## src/rtl/dmem_pkg.sv

```systemverilog
// ============================================================================
// Module : dmem_pkg
// Brief  : Shared types and constants for the byte-serial data memory port.
// Rev    : 1.0
// ============================================================================
`default_nettype none

package dmem_pkg;

  typedef enum logic [1:0] {
    ST_IDLE = 2'd0,
    ST_XFER = 2'd1,
    ST_RESP = 2'd2
  } state_t;

  localparam int WORD_BEATS = 4;
  localparam int BEAT_W     = 2;
  localparam int LANE_W     = 8;

  // Byte lane b of a 32-bit word, little-endian.
  function automatic logic [LANE_W-1:0] lane_sel(input logic [31:0] w,
                                                 input logic [BEAT_W-1:0] b);
    return w[{b, 3'b000} +: LANE_W];
  endfunction

endpackage

`default_nettype wire

```

## src/rtl/dmem_word_port.sv

```systemverilog
// ============================================================================
// Module : dmem_word_port
// Brief  : Sequences 32-bit / 8-bit loads and stores into byte beats on an
//          8-bit memory with active-low write enable and combinational read.
// Rev    : 1.0
// ============================================================================
`default_nettype none

module dmem_word_port
  import dmem_pkg::*;
#(
  parameter int ADDR_W = 8
) (
  input  logic              clk,
  input  logic              rst,
  input  logic              req_valid,
  output logic              req_ready,
  input  logic              req_write,
  input  logic              req_word,
  input  logic              req_signed,
  input  logic [ADDR_W-1:0] req_addr,
  input  logic [31:0]       req_wdata,
  output logic              resp_valid,
  output logic [31:0]       resp_rdata,
  output logic [ADDR_W-1:0] mem_address,
  output logic              mem_wren,
  output logic [7:0]        mem_w_data,
  input  logic [7:0]        mem_r_data
);

  state_t              state_q, state_d;
  logic [BEAT_W-1:0]   beat_q;
  logic                write_q, word_q, signed_q;
  logic [ADDR_W-1:0]   addr_q;
  logic [31:0]         wdata_q;
  logic [23:0]         ldbuf_q;
  logic [31:0]         rdata_q;
  logic                w_last_beat;

  assign w_last_beat = (beat_q == (word_q ? BEAT_W'(WORD_BEATS - 1) : '0));

  always_ff @(posedge clk or posedge rst) begin
    if (rst) state_q <= ST_IDLE;
    else     state_q <= state_d;
  end

  always_comb begin
    state_d = state_q;
    case (state_q)
      ST_IDLE: if (req_valid)   state_d = ST_XFER;
      ST_XFER: if (w_last_beat) state_d = ST_RESP;
      ST_RESP:                  state_d = ST_IDLE;
      default:                  state_d = ST_IDLE;
    endcase
  end

  always_comb begin
    req_ready   = 1'b0;
    resp_valid  = 1'b0;
    mem_wren    = 1'b1;
    mem_address = '0;
    mem_w_data  = '0;
    case (state_q)
      ST_IDLE: req_ready = 1'b1;
      ST_XFER: begin
        mem_address = addr_q + ADDR_W'(beat_q);
        mem_wren    = ~write_q;
        mem_w_data  = write_q ? lane_sel(wdata_q, beat_q) : 8'h00;
      end
      ST_RESP: resp_valid = 1'b1;
      default: ;
    endcase
  end

  assign resp_rdata = rdata_q;

  // The final beat's byte goes straight from the memory into the result,
  // so only the three lower lanes need buffering.
  always_ff @(posedge clk or posedge rst) begin
    if (rst) begin
      beat_q   <= '0;
      write_q  <= 1'b0;
      word_q   <= 1'b0;
      signed_q <= 1'b0;
      addr_q   <= '0;
      wdata_q  <= '0;
      ldbuf_q  <= '0;
      rdata_q  <= '0;
    end else begin
      case (state_q)
        ST_IDLE: begin
          if (req_valid) begin
            write_q  <= req_write;
            word_q   <= req_word;
            signed_q <= req_signed;
            addr_q   <= req_addr;
            wdata_q  <= req_wdata;
            beat_q   <= '0;
          end
        end
        ST_XFER: begin
          if (w_last_beat) begin
            beat_q <= '0;
            if (!write_q) begin
              if (word_q)        rdata_q <= {mem_r_data, ldbuf_q};
              else if (signed_q) rdata_q <= {{24{mem_r_data[7]}}, mem_r_data};
              else               rdata_q <= {24'h000000, mem_r_data};
            end
          end else begin
            beat_q <= beat_q + 1'b1;
            if (!write_q) begin
              case (beat_q)
                2'd0:    ldbuf_q[7:0]   <= mem_r_data;
                2'd1:    ldbuf_q[15:8]  <= mem_r_data;
                2'd2:    ldbuf_q[23:16] <= mem_r_data;
                default: ;
              endcase
            end
          end
        end
        default: ;
      endcase
    end
  end

endmodule

`default_nettype wire

```

## config.mk

```make
export PLATFORM = sky130hd
export DESIGN_NAME = dmem_word_port
export DESIGN_NICKNAME = d
export VERILOG_FILES = /design/src/rtl/dmem_pkg.sv /design/src/rtl/dmem_word_port.sv
export SDC_FILE = /design/constraint.sdc
export NUM_CORES = 1
export LEC_CHECK = 0
export CORE_UTILIZATION = 35
export DETAILED_ROUTE_END_ITERATION = 8
export HOLD_SLACK_MARGIN = 0.08
export PLACE_DENSITY = 0.62
export SLEW_MARGIN = 20
export SYNTH_ARGS = -nofsm -noshare
export SYNTH_HDL_FRONTEND = slang
export SYNTH_SLANG_ARGS = --single-unit
export TNS_END_PERCENT = 10
```

## constraint.sdc

```tcl
create_clock -name clk -period 3.45 [get_ports clk]
set_input_delay 0.345 -clock clk [delete_from_list [all_inputs] [get_ports clk]]
set_output_delay 0.345 -clock clk [all_outputs]
set_load 0.02 [all_outputs]
```

Word level (Yosys, flattened, before mapping)
Cells that the tools add are included.
{"block": "classes", "add_sub_neg": 2, "mul": 0, "div_mod_pow": 0, "order_cmp": 0, "eq_ne": 7, "shifts": 1, "mux": 15, "bitwise": 2, "reduce_logical": 10}
{"operator": "32-bit 2-to-1 mux", "count": 2}
{"operator": "32-bit by 6-bit indexed part select with 8-bit output", "count": 1}
{"operator": "8-bit 2-to-1 mux", "count": 3}
{"operator": "4-bit AND reduction", "count": 3}
{"operator": "2-bit 2-to-1 mux", "count": 5}
{"operator": "8-bit by 2-bit adder with 8-bit output", "count": 1}
{"operator": "2-bit one-hot mux with 2 select lines", "count": 2}
{"operator": "2-bit AND reduction", "count": 3}
{"operator": "2-bit by 1-bit == test with 1-bit output, second input constant", "count": 2}
{"operator": "2-bit == test, second input constant", "count": 2}
{"operator": "2-bit zero test", "count": 2}
{"operator": "2-bit != test, second input constant", "count": 2}
{"operator": "1-bit 2-to-1 mux", "count": 3}
{"operator": "3-bit AND reduction", "count": 1}
{"operator": "2-bit by 1-bit adder with 2-bit output, second input constant", "count": 1}
{"operator": "2-bit == test", "count": 1}
{"operator": "1-bit NOT", "count": 2}
{"operator": "2-bit nonzero test", "count": 1}
{"block": "totals", "ff_bits": 103, "latchBits": 0, "mem_bits_rw": 0, "rom_bits": 0, "input_bits": 54, "output_inout_bits": 51, "elab_cells": 48, "memories": 0}

Depth between registers and ports, before layout
Gate-level depths: netlist (run 1).
{"block": "logic_depth", "depth_word": 4, "depth_mapped": 6, "mapped_depth_nobuf": 5}

Worst setup path after synthesis (run 1)
Ideal clock, no wire load.
{"block": "synth_timing", "path_type": "register to output", "start": "reg beat_q[1]", "end": "out mem_address[7]", "t_arrival_ns": 1.581, "t_required_ns": 3.105, "setup_slack_ns": 1.524, "stages_incl_launch_ff": 5, "path_buffers": 0, "cell_sequence": "dfrtp_1 ha_1 a21oi_1 or4_1 a21oi_1"}
{"block": "synth_via", "elab_chain_cells": 2}
{"item": "from (decl)", "line_no": "dmem_word_port.sv:32", "rtl": "logic [BEAT_W-1:0] beat_q;"}
{"item": "from (signal assigned)", "line_no": "dmem_word_port.sv:110", "rtl": "beat_q <= beat_q + 1'b1;"}
{"item": "8-bit by 2-bit adder with 8-bit output", "line_no": "dmem_word_port.sv:66", "rtl": "mem_address = addr_q + ADDR_W'(beat_q);"}
{"item": "8-bit 2-to-1 mux", "line_no": "dmem_word_port.sv:63", "rtl": "case (state_q)"}
{"item": "to (decl)", "line_no": "dmem_word_port.sv:25", "rtl": "output logic [ADDR_W-1:0] mem_address,"}
Every way passes these cells.

Worst setup path after layout (run 1)
{"block": "layout_timing", "start": "reg beat_q[0]", "end": "out mem_address[6]"}
The elaborated chain is that of the path after synthesis.

==> impl_results.md, run 1 <==
- Die area: 13910 um^2
- Cells after synthesis: 350
- Maximum clock frequency: 0.3388 GHz
- Startpoint of the worst setup timing path: beat_q[0]
- Area added between synthesis and finish: 32.69%
- Hold-fix buffers, CTS: 0
- Worst-case register-to-register setup slack: 0.91 ns
- Area of the mapped netlist: 4705 um^2
- Minimum clock period after layout: 2.952 ns
- Initial Util: 36.54%
- EDFF count, synth: 0
- Global-route total usage across every layer: 15.46%
- Net count after synthesis: 410
- Register area: 2577 um^2
- Wirelength per Cell: 15.56 um
- Signal arrival time at the worst endpoint: 2.61 ns
- Maxcap violations: 0
- Wire length of the first global-routing pass: 16710 um
- Routed Antenna Nets: 0
- Portion of the clock cycle consumed by the worst path in the final layout: 85.56%
- Leakage component of the power: 2.593 nW
- I/O Pins: 105
- Total grt overflow: 0
- Die height: 117.9 um
- Sum of negative setup slack: 0 ns
- Final worst clock skew: 0.009026 ns
- Hold Vio Cnt, Final: 0
- Total of endpoints with negative setup slack in the final report: 0
- Worst r2r path cells: 5
- Number of warnings issued by yosys: 0
- CTS buffer count: 9
- Sum of routed wire length over all layers: 9821 um
- CP startpoint kind: flip-flop
- Sinks on Clock Net: 103
- Layout Nets: 514
- Setup repair after global routing missed its margin: false
- Number of antenna diodes: 0
- Type of the worst setup path: flip-flop to output pin
- CTS tree: done
- Run status: completed
- Count of cells resized by post-cts repair: 0
- Count of H-tree levels built during CTS: 3
- Width of the die: 117.9 um
- Maximum number of pins on one net before global-route repair: 59
- Dominant register cell in the synthesized netlist: sky130_fd_sc_hd__dfrtp_1
- Core footprint: 12880 um^2
- Buffers from clock root to sink, at most: 2
- Final Max Slew Viols: 0
- Post-DP HPWL: 6815 um
- Sequential fraction of the synthesis area: 54.79%
- Startpoint of the most critical register-to-register path: beat_q[0]
- Rel. slew slack: 41.01%
- Via Count: 3018
- Root Buffer: sky130_fd_sc_hd__clkbuf_16
- Final Util: 48.48%
- Initial antenna violation count: 0
- Combined area of the multi-input logic cells: 1898 um^2
- Per-instance average area after synthesis: 13.44 um^2
- Starting DRC count in detailed routing: 145
- Path class of the lowest-slack min-delay path: input port to async pin
- Capturing instance or port of the critical path: mem_address[6]
- Number of unique standard cell types used by synthesis: 32
- Critical R2R Capture: resp_rdata[28]
- Vias per cell: 4.783
- Post-CTS clock slew at the launch and capture registers of the worst setup and hold paths: 0.07 ns
- Synthesized flop and latch total: 103
- Proportion of register bits with asynchronous set or reset after synthesis: 100.0%
- Power density of the placed cells: 972.8 nW/um^2
- Critical path fanouts, max: 7
- Transition time at the pin with the least slew margin: 0.8849 ns
- Number of port buffers: 104
- Remaining DRCs: 0
- Layout filler cell count: 1179
- Via count of the first global-routing pass: 3299
- Critical Path Sink Type: output pin
- Post-CTS Repair Setup Buffers: 0
- Proportion of layout cells with a drive suffix above 1: 25.93%
- Max rail drop VDD: 0.3729 mV
- Final RePlAce weighted congestion: 0.7167
- Required time of the critical path: 3.11 ns
- Total number of placement rows: 41
- Number of search-and-repair iterations in the first detailed-routing pass: 4
- Insertion delay to the later sink of the worst-skew pair: 0.35 ns
==> area by class of cell <==
class	count	area share [%]
clock inverters	6	1.102
well taps	172	3.448
multi-input cells	196	30.41
flip-flops and latches	103	41.29
inverters	30	1.844
repair buffers	114	18.08
clock buffers	10	3.828
==> metal layers <==
layer | global-route usage [%] | vias up | wire length [um]
met4 | 6.010 | 0 | 170
met3 | 4.167 | 12 | 395
met1 | 19.37 | 1500 | 4432
met5 | 0 | - | 0
met2 | 25.33 | 70 | 4822
li1 | - | 1436 | -
==> logic make-up after synthesis <==
logic type	count (synthesis)	synth area share [%]
multiplexers	115	28.80
buffers and inverters	51	4.894
AND/OR/NAND/NOR	34	4.734
adder cells (fa/ha/maj)	6	1.755
flip-flops	103	54.79
XOR/XNOR	2	0.3724
AO/OA/AOI/OAI	39	4.654
==> worst min path at each step <==
stage | from | to | slack (ns) | depth (start not counted)
global placement | resp_rdata[3] | resp_rdata[3] | 0.47 | 1
floorplan | ldbuf_q[0] | ldbuf_q[0] | 0.47 | 1
finish | rst | resp_rdata[16] | 0.48 | 2
detailed placement | ldbuf_q[3] | ldbuf_q[3] | 0.49 | 1
global route | wdata_q[20] | wdata_q[20] | 0.52 | 1
CTS | resp_rdata[0] | resp_rdata[0] | 0.51 | 1
==> per-stage QoR <==
| step | hold WS, ns | cells | total power, W | cell area, um^2 | setup slack (ns) |
|---|---|---|---|---|---|
| after floorplan | 0.4737 | 350 | 0.004047 | 4705 | 0.4012 |
| after global placement | 0.4696 | 615 | 0.005030 | 5934 | 0.8413 |
| after detailed placement | 0.4875 | 615 | 0.005091 | 5934 | 0.8596 |
| after CTS | 0.5063 | 631 | 0.006167 | 6242 | 0.4365 |
| after global routing | 0.5217 | 631 | 0.006515 | 6242 | 0.2657 |
| final | 0.4814 | 631 | 0.006072 | 6242 | 0.4983 |
==> critical path, stage by stage, from the launching register on <==
cell and delay [ns]:
sky130_fd_sc_hd__dfrtp_1 0.57, sky130_fd_sc_hd__ha_1 0.26, sky130_fd_sc_hd__fa_1 0.25, sky130_fd_sc_hd__inv_1 0.07, sky130_fd_sc_hd__or3_1 0.34, sky130_fd_sc_hd__a21oi_1 0.15
sky130_fd_sc_hd__clkdlybuf4s50_1 0.62
==> cell usage in the layout (no fill, tap or decap), types with 2 or more instances in the layout <==
| cell type | synthesis | routed |
|---|---|---|
| sky130_fd_sc_hd__nor2_1 | 3 | 3 |
| sky130_fd_sc_hd__o21ai_0 | 5 | 5 |
| sky130_fd_sc_hd__mux4_2 | 8 | 8 |
| sky130_fd_sc_hd__or3_1 | 4 | 4 |
| sky130_fd_sc_hd__a21oi_1 | 29 | 29 |
| sky130_fd_sc_hd__mux2i_1 | 24 | 24 |
| sky130_fd_sc_hd__nand2_1 | 3 | 3 |
| sky130_fd_sc_hd__and3_1 | 8 | 8 |
| sky130_fd_sc_hd__dfrtp_1 | 103 | 103 |
| sky130_fd_sc_hd__nor2b_1 | 2 | 2 |
| sky130_fd_sc_hd__ha_1 | 5 | 5 |
| sky130_fd_sc_hd__clkbuf_16 | 0 | 9 |
| sky130_fd_sc_hd__mux2_1 | 6 | 6 |
| sky130_fd_sc_hd__o31ai_1 | 2 | 2 |
| sky130_fd_sc_hd__inv_1 | 30 | 29 |
| sky130_fd_sc_hd__clkinv_4 | 0 | 2 |
| sky130_fd_sc_hd__buf_4 | 0 | 9 |
| sky130_fd_sc_hd__mux2_2 | 77 | 77 |
| sky130_fd_sc_hd__nand4_2 | 3 | 3 |
| sky130_fd_sc_hd__clkdlybuf4s50_1 | 0 | 104 |
| sky130_fd_sc_hd__and2_1 | 3 | 2 |
| sky130_fd_sc_hd__nand3_1 | 3 | 3 |
==> sequential cells by signal (all words and copies together), names as in the netlist <==
| name | flops |
|---|---|
| resp_rdata | 32 |
| signed_q | 1 |
| wdata_q | 32 |
| word_q | 1 |
| write_q | 1 |
| state_q | 2 |
| addr_q | 8 |
| ldbuf_q | 24 |
| beat_q | 2 |
==> cell usage after synthesis (2+ instances only) <==
library cell / count / area, um^2
sky130_fd_sc_hd__buf_6: 4 / 45.04
sky130_fd_sc_hd__buf_2: 7 / 35.03
sky130_fd_sc_hd__o31ai_1: 2 / 15.01
sky130_fd_sc_hd__nand3_1: 3 / 15.01
sky130_fd_sc_hd__mux2i_1: 24 / 240.2
sky130_fd_sc_hd__and3_1: 8 / 50.05
sky130_fd_sc_hd__or3_1: 4 / 25.02
sky130_fd_sc_hd__inv_1: 30 / 112.6
sky130_fd_sc_hd__nand4_2: 3 / 37.54
sky130_fd_sc_hd__mux2_2: 77 / 867.1
sky130_fd_sc_hd__nor2_1: 3 / 11.26
sky130_fd_sc_hd__clkbuf_1: 10 / 37.54
sky130_fd_sc_hd__ha_1: 5 / 62.56
sky130_fd_sc_hd__mux2_1: 6 / 67.56
sky130_fd_sc_hd__a21oi_1: 29 / 145.1
sky130_fd_sc_hd__mux4_2: 8 / 180.2
sky130_fd_sc_hd__and2_1: 3 / 18.77
sky130_fd_sc_hd__nand2_1: 3 / 11.26
sky130_fd_sc_hd__o21ai_0: 5 / 25.02
sky130_fd_sc_hd__dfrtp_1: 103 / 2577
sky130_fd_sc_hd__nor2b_1: 2 / 12.51
==> report_power, final <==
group / switching, W / total (W) / internal, W
Combinational: 0.00127 / 0.00280 / 0.00153
Sequential: 0.000405 / 0.00224 / 0.00183
Clock: 0.000453 / 0.00104 / 0.000586
Power figures use the tool's default switching activity.
==> run 2, diff against run 1 <==
--- a/config.mk
+++ b/config.mk
@@ -9,7 +9,8 @@
 export DETAILED_ROUTE_END_ITERATION = 8
 export HOLD_SLACK_MARGIN = 0.08
 export PLACE_DENSITY = 0.62
-export SLEW_MARGIN = 20
+export SETUP_SLACK_MARGIN = 0.2
+export SLEW_MARGIN = 0
 export SYNTH_ARGS = -nofsm -noshare
 export SYNTH_HDL_FRONTEND = slang
 export SYNTH_SLANG_ARGS = --single-unit
==> results of run 2 <==
Final layout, timing and power as in run 1 (identical DEF).
==> run 3, diff against run 2 <==
--- a/config.mk
+++ b/config.mk
@@ -5,10 +5,11 @@
 export SDC_FILE = /design/constraint.sdc
 export NUM_CORES = 1
 export LEC_CHECK = 0
+export ABC_AREA = 1
 export CORE_UTILIZATION = 35
 export DETAILED_ROUTE_END_ITERATION = 8
 export HOLD_SLACK_MARGIN = 0.08
-export PLACE_DENSITY = 0.62
+export PLACE_DENSITY = 0.61
 export SETUP_SLACK_MARGIN = 0.2
 export SLEW_MARGIN = 0
 export SYNTH_ARGS = -nofsm -noshare
==> run 3 against run 2 <==
Compared with the run above: synthesized area rose by 9.5%; count of clock-buffer cells in the layout rose by 3; critical path depth did not move; largest cell class unchanged; critical path type unchanged; synthesized cell count rose by 84%; maximum frequency rose by 1.5%; clock skew fell by 0.0027 ns; sequential cell count did not move; hold slack got worse by 0.19 ns.
==> impl_results.md, run 3 <==
- Run status: completed
- Initial Util: 36.54% (about the same)
- Vias per cell: 4.951 (+3.5%)
- CTS buffer count: 9 (unchanged)
- Net count after synthesis: 704 (+72%)
- Die area: 15210 um^2 (+9.3%)
- Number of warnings issued by yosys: 0 (unchanged)
- Proportion of layout cells with a drive suffix above 1: 5.746% (-20 points)
- Minimum clock period after layout: 2.909 ns (-0.04234 ns)
- Proportion of register bits with asynchronous set or reset after synthesis: 100.0% (unchanged)
- Startpoint of the most critical register-to-register path: state_q[0]
- Insertion delay to the later sink of the worst-skew pair: 0.35 ns (about the same)
- Commonest cells after routing, fill and taps aside: sky130_fd_sc_hd__nand2_1 (267), sky130_fd_sc_hd__clkdlybuf4s50_1 (104), sky130_fd_sc_hd__dfrtp_1 (103)
- Maximum number of pins on one net before global-route repair: 85 (+44%)
- Number of non-filler instances in the completed layout: 911 (+44%)
- Core footprint: 14100 um^2 (+9.5%)
- Initial antenna violation count: 0 (unchanged)
- Die height: 123.3 um (+4.6%)
- Hold-fix buffers, CTS: 0 (unchanged)
- Sum of negative setup slack: 0 ns (unchanged)
- Chain of cells forming the critical path: fa_1 > nand2_1 > nor2_1 > a21oi_1 > nor3_1 > clkdlybuf4s50_1
- Final worst clock skew: 0.006289 ns (-0.002737 ns)
- Sum of routed wire length over all layers: 12960 um (+32%)
- Routed Antenna Nets: 0 (unchanged)
- Area of the mapped netlist: 5151 um^2 (+9.5%)
- Critical Path Sink Type: output pin
- Cell class contributing the biggest share of worst-path delay: flip-flops
- Top cells by instance count after synthesis: sky130_fd_sc_hd__nand2_1 (267), sky130_fd_sc_hd__dfrtp_1 (103), sky130_fd_sc_hd__nand4_1 (56), sky130_fd_sc_hd__nor2_1 (51), sky130_fd_sc_hd__nand3_1 (38)
- Area added between synthesis and finish: 27.18%
- Synthesized flop and latch total: 103 (unchanged)
- Maximum clock frequency: 0.3437 GHz (+1.5%)
- Most frequent standard cell in the layout excluding fill and tap cells: sky130_fd_sc_hd__nand2_1
- Sequential fraction of the synthesis area: 50.04% (-4.8 points)
- Via count of the first global-routing pass: 4250 (+29%)
- Total grt overflow: 0 (unchanged)
- Total of endpoints with negative setup slack in the final report: 0 (unchanged)
- Signal arrival time at the worst endpoint: 2.56 ns (-0.05 ns)
- Width of the die: 123.3 um (+4.6%)
- Cell total after placement: 895 (+46%)
- Final Max Slew Viols: 0 (unchanged)
- Number of search-and-repair iterations in the first detailed-routing pass: 5 (+1)
- Register area: 2577 um^2 (unchanged)
- Starting DRC count in detailed routing: 287 (+98%)
- Sinks on Clock Net: 103 (unchanged)
- Cells after synthesis: 644 (+84%)
- Power, Total: 0.006491 W (+6.9%)
- Path class of the lowest-slack min-delay path: input port to async pin
- Per-instance average area after synthesis: 7.999 um^2 (-40%)
- EDFF count, synth: 0 (unchanged)
- CTS tree: done
- Type of the worst setup path: flip-flop to output pin
- Post-route design area: 6551 um^2 (+5.0%)
- CP startpoint kind: flip-flop
- Post-CTS Repair Setup Buffers: 0 (unchanged)
- Number of unique standard cell types used by synthesis: 27 (-16%)
- Buffers from clock root to sink, at most: 2 (unchanged)
- Transition time at the pin with the least slew margin: 0.7309 ns (-0.1540 ns)
- Critical path fanouts, max: 17 (+10)
- Hold Vio Cnt, Final: 0 (unchanged)
- Count of H-tree levels built during CTS: 3 (unchanged)
- Via Count: 4510 (+49%)
- Largest stage delay on the critical path: 0.74 ns (+0.12 ns)
- Number of antenna diodes: 0 (unchanged)
- Maxcap violations: 0 (unchanged)
- I/O Pins: 105 (unchanged)
- Wire length of the first global-routing pass: 21150 um (+27%)
- Portion of the clock cycle consumed by the worst path in the final layout: 84.33% (-1.2 points)
- Combined area of the multi-input logic cells: 2221 um^2 (+17%)
- Most numerous cell in the Yosys netlist: sky130_fd_sc_hd__nand2_1
- Worst r2r path cells: 5 (unchanged)
- Rel. slew slack: 51.16% (+10 points)
- Placed cell area: 6226 um^2 (+4.9%)
- Worst-case register-to-register setup slack: 1.33 ns (+0.42 ns)
- Count of cells resized by post-cts repair: 0 (unchanged)
- Layout filler cell count: 1367 (+16%)
- Critical Path Slowest Stage Cell: sky130_fd_sc_hd__dfrtp_1
- Cell type with the largest total area after synthesis: sky130_fd_sc_hd__dfrtp_1
- Critical R2R Capture: beat_q[1]
- Post-Route Hold Slack: 0.2943 ns (-0.1871 ns)
- Root Buffer: sky130_fd_sc_hd__clkbuf_16
- Power density of the placed cells: 990.8 nW/um^2 (+1.9%)
- Dominant register cell in the synthesized netlist: sky130_fd_sc_hd__dfrtp_1
- Top-area cell type share of the netlist area: 50.04% (-4.8 points)
- Setup repair after global routing missed its margin: false
- Required time of the critical path: 3.11 ns (about the same)
- Post-CTS clock slew at the launch and capture registers of the worst setup and hold paths: 0.06 ns (about the same)
- Wirelength per Cell: 14.23 um (-8.6%)
- Leakage component of the power: 3.220 nW (+24%)
- Max rail drop VDD: 0.4032 mV (+8.1%)
- Remaining DRCs: 0 (unchanged)
- Area contributors post-synth: sky130_fd_sc_hd__dfrtp_1 (50%), sky130_fd_sc_hd__nand2_1 (19%), sky130_fd_sc_hd__nand4_1 (6.8%)
- Number of port buffers: 104 (unchanged)
- Final RePlAce weighted congestion: 0.7959 (+11%)
- Buffer and inverter count on the worst path: 1 (-1)
- Total number of placement rows: 43 (+4.9%)
- Layout Nets: 786 (+53%)
- Global-route total usage across every layer: 18.30% (+2.8 points)
- Post-DP HPWL: 8850 um (+30%)
==> run 3: how the worst max path moves through the flow <==
stage | start | endpoint | slack, ns | depth (start not counted)
floorplan | rst | addr_q[0] | 0.40 | 1
finish | beat_q[1] | mem_address[6] | 0.54 | 6
CTS | beat_q[1] | mem_address[6] | 0.52 | 6
global route | beat_q[1] | mem_address[6] | 0.34 | 6
detailed placement | beat_q[1] | mem_address[6] | 0.91 | 6
global placement | beat_q[1] | mem_address[6] | 0.99 | 6
==> run 3: per-layer routing <==
| metal | wire length, um | GRT usage [%] |
|---|---|---|
| met1 | 6287 | 25.50 |
| met2 | 5820 | 27.90 |
| met3 | 586 | 3.183 |
| met5 | 0 | 0 |
| met4 | 266 | 7.907 |
==> run 3: stage by stage <==
stage	worst slack, ns	utilization (%)
finish	0.5407	46.48
detailed placement	0.9065	44.17
floorplan	0.4012	-
global route	0.3390	46.48
CTS	0.5178	46.48
global placement	0.9852	44.17
==> run 3: where the power goes <==
part	switching (W)	internal, W	leakage [nW]
clock network	0.000439	0.000675	0.160
registers	0.000370	0.00180	1.24
logic	0.00201	0.00120	1.82
==> run 3: layout make-up <==
type	count	area share (%)
Inverter	21	1.241
Sequential cell	103	39.34
Clock inverter	3	0.9931
Multi-Input combinational cell	478	33.90
Tap cell	180	3.438
Clock buffer	13	3.973
Timing Repair Buffer	113	17.11
==> run 3: cells by family (layout without fill, tap and decap cells) <==
group	Yosys count	count (layout)	synth area share, %
buffers and inverters	63	150	6.898
AND/OR/NAND/NOR	426	426	36.82
AO/OA/AOI/OAI	46	46	4.639
flip-flops	103	103	50.04
adder cells (fa/ha/maj)	6	6	1.603
==> run 3: worst register-to-register path, delay by kind of cell (launching register included) <==
kind,cells,cell delay (ns)
AO/OA/AOI/OAI,1,0.09
AND/OR/NAND/NOR,3,1.09
flip-flops,1,0.40
buffers and inverters,1,0.41
